<file path="config.mk">
export PLATFORM = sky130hd
export DESIGN_NAME = sync_mul_seq
export DESIGN_NICKNAME = d
export VERILOG_FILES = /design/src/rtl/sync_mul_seq.sv
export SDC_FILE = /design/constraint.sdc
export NUM_CORES = 1
export LEC_CHECK = 0
export CORE_MARGIN = 8
export CORE_UTILIZATION = 50
export CTS_CLUSTER_DIAMETER = 80
export DETAILED_ROUTE_END_ITERATION = 10
export PLACE_DENSITY_LB_ADDON = 0.12
export SKIP_LAST_GASP = 1
export SYNTH_ARGS = -nofsm -noshare
export SYNTH_HDL_FRONTEND = slang
export SYNTH_SLANG_ARGS = --single-unit
</file>
<file path="constraint.sdc">
create_clock -name clk -period 2.4 [get_ports clk]
set_input_delay 0.48 -clock clk [delete_from_list [all_inputs] [get_ports clk]]
set_output_delay 0.48 -clock clk [all_outputs]
set_load 0.1 [all_outputs]
</file>
<file path="src/rtl/sync_mul_seq.sv">
// sync_mul_seq: sequential shift-add multiplier with valid/ready handshakes
// on both the operand and the result side.
//
// One multiplier bit is consumed per clock, LSB first. The product is ready
// WIDTH cycles after the operands are accepted and is held until the
// consumer takes it.
//
// Optional feature macro: SYNC_MUL_SIGNED_EN.
//   Defined   - signed_mode selects two's-complement operands. The multiply
//               runs on magnitudes and the sign is applied to the result.
//   Undefined - all operands are unsigned and signed_mode is not used.
//
// Ports:
//   clk          rising-edge clock
//   rst          synchronous, active-high reset
//   in_valid     producer offers operands a/b
//   in_ready     block can accept operands (IDLE only)
//   a, b         multiplicand / multiplier, WIDTH bits
//   signed_mode  operands are two's complement (sampled at accept)
//   out_valid    mul holds a completed product
//   out_ready    consumer takes the product
//   mul          product register, 2*WIDTH bits
//   busy         operation in progress or result waiting (CALC or DONE)
module sync_mul_seq #(
    parameter int WIDTH = 4
) (
    input  logic                 clk,
    input  logic                 rst,
    input  logic                 in_valid,
    output logic                 in_ready,
    input  logic [WIDTH-1:0]     a,
    input  logic [WIDTH-1:0]     b,
    input  logic                 signed_mode,
    output logic                 out_valid,
    input  logic                 out_ready,
    output logic [2*WIDTH-1:0]   mul,
    output logic                 busy
);

    localparam int PW    = 2 * WIDTH;
    localparam int CNT_W = $clog2(WIDTH);

    typedef enum logic [1:0] {IDLE, CALC, DONE} state_t;

    state_t             state, state_nxt;
    logic [PW-1:0]      a_sh;      // multiplicand, shifted left once per CALC edge
    logic [WIDTH-1:0]   b_sh;      // multiplier, shifted right once per CALC edge
    logic [PW-1:0]      acc;
    logic [PW-1:0]      acc_nxt;
    logic [PW-1:0]      prod_fin;
    logic [CNT_W-1:0]   cnt;
    logic               last_bit;
    logic               accept;
    logic [WIDTH-1:0]   mag_a;
    logic [WIDTH-1:0]   mag_b;

    assign accept   = in_valid && (state == IDLE);
    assign last_bit = (cnt == CNT_W'(WIDTH - 1));
    // b_sh[0] is bit cnt of the captured multiplier; a_sh is a << cnt.
    assign acc_nxt  = acc + (b_sh[0] ? a_sh : '0);

`ifdef SYNC_MUL_SIGNED_EN
    logic sign_q;
    logic sign_nxt;

    // |v| as an unsigned WIDTH-bit magnitude. The most-negative value maps
    // to 2^(WIDTH-1), which still fits.
    function automatic logic [WIDTH-1:0] abs_mag(input logic signed [WIDTH-1:0] v);
        logic signed [WIDTH-1:0] n;
        n = -v;
        return v[WIDTH-1] ? $unsigned(n) : $unsigned(v);
    endfunction

    // Apply the recorded sign to the unsigned product.
    function automatic logic [PW-1:0] apply_sign(input logic [PW-1:0] p, input logic neg);
        logic signed [PW-1:0] ps;
        ps = -$signed(p);
        return neg ? $unsigned(ps) : p;
    endfunction

    assign mag_a    = signed_mode ? abs_mag($signed(a)) : a;
    assign mag_b    = signed_mode ? abs_mag($signed(b)) : b;
    assign sign_nxt = signed_mode && (a[WIDTH-1] ^ b[WIDTH-1]);
    assign prod_fin = apply_sign(acc_nxt, sign_q);

    always_ff @(posedge clk) begin
        if (accept) begin
            sign_q <= sign_nxt;
        end
    end
`else
    logic unused_signed_mode;

    assign unused_signed_mode = signed_mode;
    assign mag_a    = a;
    assign mag_b    = b;
    assign prod_fin = acc_nxt;
`endif

    // State register
    always_ff @(posedge clk) begin
        if (rst) begin
            state <= IDLE;
        end else begin
            state <= state_nxt;
        end
    end

    // Next-state logic
    always_comb begin
        state_nxt = state;
        case (state)
            IDLE:    if (in_valid)  state_nxt = CALC;
            CALC:    if (last_bit)  state_nxt = DONE;
            DONE:    if (out_ready) state_nxt = IDLE;
            default: state_nxt = IDLE;
        endcase
    end

    // Outputs decoded from state only
    always_comb begin
        in_ready  = (state == IDLE);
        busy      = (state != IDLE);
        out_valid = (state == DONE);
    end

    // Operand shift registers (no reset: only meaningful after an accept)
    always_ff @(posedge clk) begin
        if (accept) begin
            a_sh <= {{WIDTH{1'b0}}, mag_a};
            b_sh <= mag_b;
        end else if (state == CALC) begin
            a_sh <= a_sh << 1;
            b_sh <= b_sh >> 1;
        end
    end

    // Accumulator, bit counter and product register
    always_ff @(posedge clk) begin
        if (rst) begin
            acc <= '0;
            cnt <= '0;
            mul <= '0;
        end else if (accept) begin
            acc <= '0;
            cnt <= '0;
        end else if (state == CALC) begin
            acc <= acc_nxt;
            cnt <= cnt + CNT_W'(1);
            if (last_bit) begin
                mul <= prod_fin;
            end
        end
    end

endmodule
</file>
==> impl_metrics.json <==
{
  "outcome": "completed",
  "htreeDepth": 2,
  "ys_types": 36,
  "remaining_drc_errors": 0,
  "syn_nets": 195,
  "switching_share": 0.280,
  "final_area_sq_um": 1900,
  "worstSetupPathType": "register to register",
  "maxSlewViolCount": 0,
  "cts_root_buffer": "clkbuf_4",
  "combPwrFrac": 0.170,
  "worst_pin_slew_ps": 443,
  "synth_ff_type": "dfxtp_1",
  "avgSynthCellArea_sq_um": 9.22,
  "critPathLaunchType": "register",
  "async_flop_share": 0,
  "n_antenna_cell": 0,
  "required_ps": 2670,
  "seq_area_frac_synth": 0.452,
  "clkLatencyLatePin_ps": 340,
  "die-area_sq_um": 5250,
  "dr.pass1.iters": 4,
  "layout.cells.non_filler": 245,
  "grt_pass1_wl_mm": 5.79,
  "post-route-period-util": 0.890,
  "grt_overflow_total": 0,
  "netlist_area_sq_um": 1600,
  "floorplan.die.height_um": 72.5,
  "vias": 1296,
  "gp_congestion": 0.831,
  "ys_warn_count": 0,
  "synth.most_common_cell": "nand2_1",
  "hold_viol_final": 0,
  "r2r_setup_slack_ps": 260,
  "endpoint_kind": "register",
  "power_uw": 1080,
  "hp-class": "register to register",
  "initial_core_util": 0.523,
  "report.final.setup_viol": 0,
  "fin_crit_ps": 2140,
  "cts_setup_buffers": 0,
  "fin_tns_setup_ps": 0,
  "timing.max_cap.violations": 0,
  "pin_count": 24,
  "synthTopCellsByArea": "dfxtp_1 30%, edfxtp_1 15%, nand2_1 8.9%",
  "rows": 20,
  "power.clock.fraction": 0.272,
  "clk_path_buf_depth": 2,
  "synth_area_leader_cell": "dfxtp_1",
  "synthTopCellsByCount": "38 x nand2_1, 24 x dfxtp_1, 18 x a21oi_1, 10 x nor2_1, 9 x and2_1",
  "area_growth_pct": 18.8,
  "cts.sinks": 32,
  "place_hpwl_mm": 2.57,
  "crit_family": "compound AO/OA/AOI/OAI gates",
  "yosys.area.top_type_share": 0.301,
  "fin_skew_ps": 8.90,
  "relSlewSlack": 0.704,
  "max_stage_delay_ps": 480,
  "port_buffers": 22,
  "cp.arrival_ps": 2410,
  "fp.coreArea_sq_um": 3050,
  "max_freq_ghz": 0.468,
  "cts_hold_buf": 0,
  "fp.dieW_um": 72.5,
  "antenna_found_initial": 0,
  "layout-drive-gt1-share": 0.169,
  "nets": 222,
  "routed_wl_mm": 3.27,
  "cts_buffers": 5,
  "drt_iter0_markers": 47,
  "antenna_left": 0,
  "viasPerCell": 5.29,
  "post_cts_resized": 0,
  "yosys_register_bits": 32,
  "place_area_sq_um": 1850,
  "power_density_nw_per_um2": 572,
  "place_inst": 237,
  "crit_chain": "and2_1 > ha_1 > inv_1 > fa_1 > nor2b_4 > o31a_1 > o311ai_1 > nand2_1 > a21oi_2",
  "switchingPower_uw": 304,
  "path_clk_slew_ps": 100,
  "crit_buf_inv": 1,
  "critPathMaxFanout": 8,
  "pwr-share-seq": 0.558,
  "grt_usage": 0.141,
  "ir_drop_mv": 0.334,
  "cts_tree": "done",
  "wl_per_cell_um": 13.3,
  "cp_slowest_cell": "edfxtp_1",
  "grt_max_degree": 15,
  "total_leakage_power_uw": 0.000726,
  "p_int_uw": 781,
  "synthCells": 173,
  "synth_edf_count": 8,
  "rsz0062_at_grt": "no",
  "grt_pass1_vias": 1304
}
[power by group through the flow]
stage                     Clock [uW]  Sequential (uW)  Combinational (uW)
after floorplan                    0              612                 132
after global placement             0              615                 179
after detailed placement           0              618                 185
after CTS                        301              606                 186
after global routing             325              610                 204
final                            295              605                 184
[cell type report]
type | count | area (sq um)
Sequential cell | 32 | 721
Inverter | 5 | 18.8
Clock inverter | 1 | 5.00
Clock buffer | 7 | 45.0
Fill cell | 282 | 1160
Multi-Input combinational cell | 129 | 821
Tap cell | 44 | 55.1
Timing Repair Buffer | 27 | 230
[metal layers]
metal | track usage | wire [um] | up-vias
met1 | 0.151 | 1360 | 608
met3 | 0.0551 | 243 | 7
met2 | 0.239 | 1610 | 33
met4 | 0.0622 | 55 | 0
met5 | 0 | 0 | -
li1 | - | - | 648
[logic make-up (layout without fill, tap and decap cells)]
family / count (synthesis) / count (layout) / share of synthesized area
AND/OR/NAND/NOR: 73 / 73 / 0.221
AO/OA/AOI/OAI: 36 / 36 / 0.147
flip-flops: 32 / 32 / 0.452
buffers and inverters: 12 / 40 / 0.0353
adder cells (fa/ha/maj): 9 / 9 / 0.0753
multiplexers: 6 / 6 / 0.0423
XOR/XNOR: 5 / 5 / 0.0274
[registers in the layout, indices dropped and copies added (netlist names)]
| register | count |
|---|---|
| b_sh | 4 |
| a_sh | 8 |
| state | 2 |
| acc | 8 |
| cnt | 2 |
| mul | 8 |
[cell usage in the layout (no fill, tap or decap), drive strengths merged, types with 2 or more instances in the layout]
master          n
a21oi          20
o311ai          2
nor2           10
mux2            6
buf            16
o21ai           2
clkbuf          7
edfxtp          8
ha              8
nand2          38
nand2b          4
xnor2           5
nor3            2
inv             5
dfxtp          24
nor2b           4
clkdlybuf4s50  11
nor3b           3
a211oi          4
o21a            2
and2            9
[metrics by stage]
stage	hold slack, ps	setup slack (ps)	utilization
2_1_floorplan	437	36.4	-
3_3_place_gp	443	318	0.605
3_5_place_dp	447	276	0.605
4_1_cts	461	248	0.621
5_1_grt	478	57.9	0.621
6_report	461	265	0.621
[worst paths after layout]
| path | start | to | cells past startpoint |
|---|---|---|---|
| setup reg to reg | b_sh[0] | acc[6] | 9 |
| hold / removal | a_sh[7] | a_sh[7] | 2 |
| setup / recovery | b_sh[0] | acc[6] | 9 |
| hold reg to reg | a_sh[7] | a_sh[7] | 2 |
[worst register-to-register path: cells and delay by family (launching register included)]
kind            cells  cell delay (ps)
buf+inv             1               70
simple gates        3              350
compound gates      3              730
flops               1              480
fa+ha+maj           2              440
(Power assumes the default switching activity.)
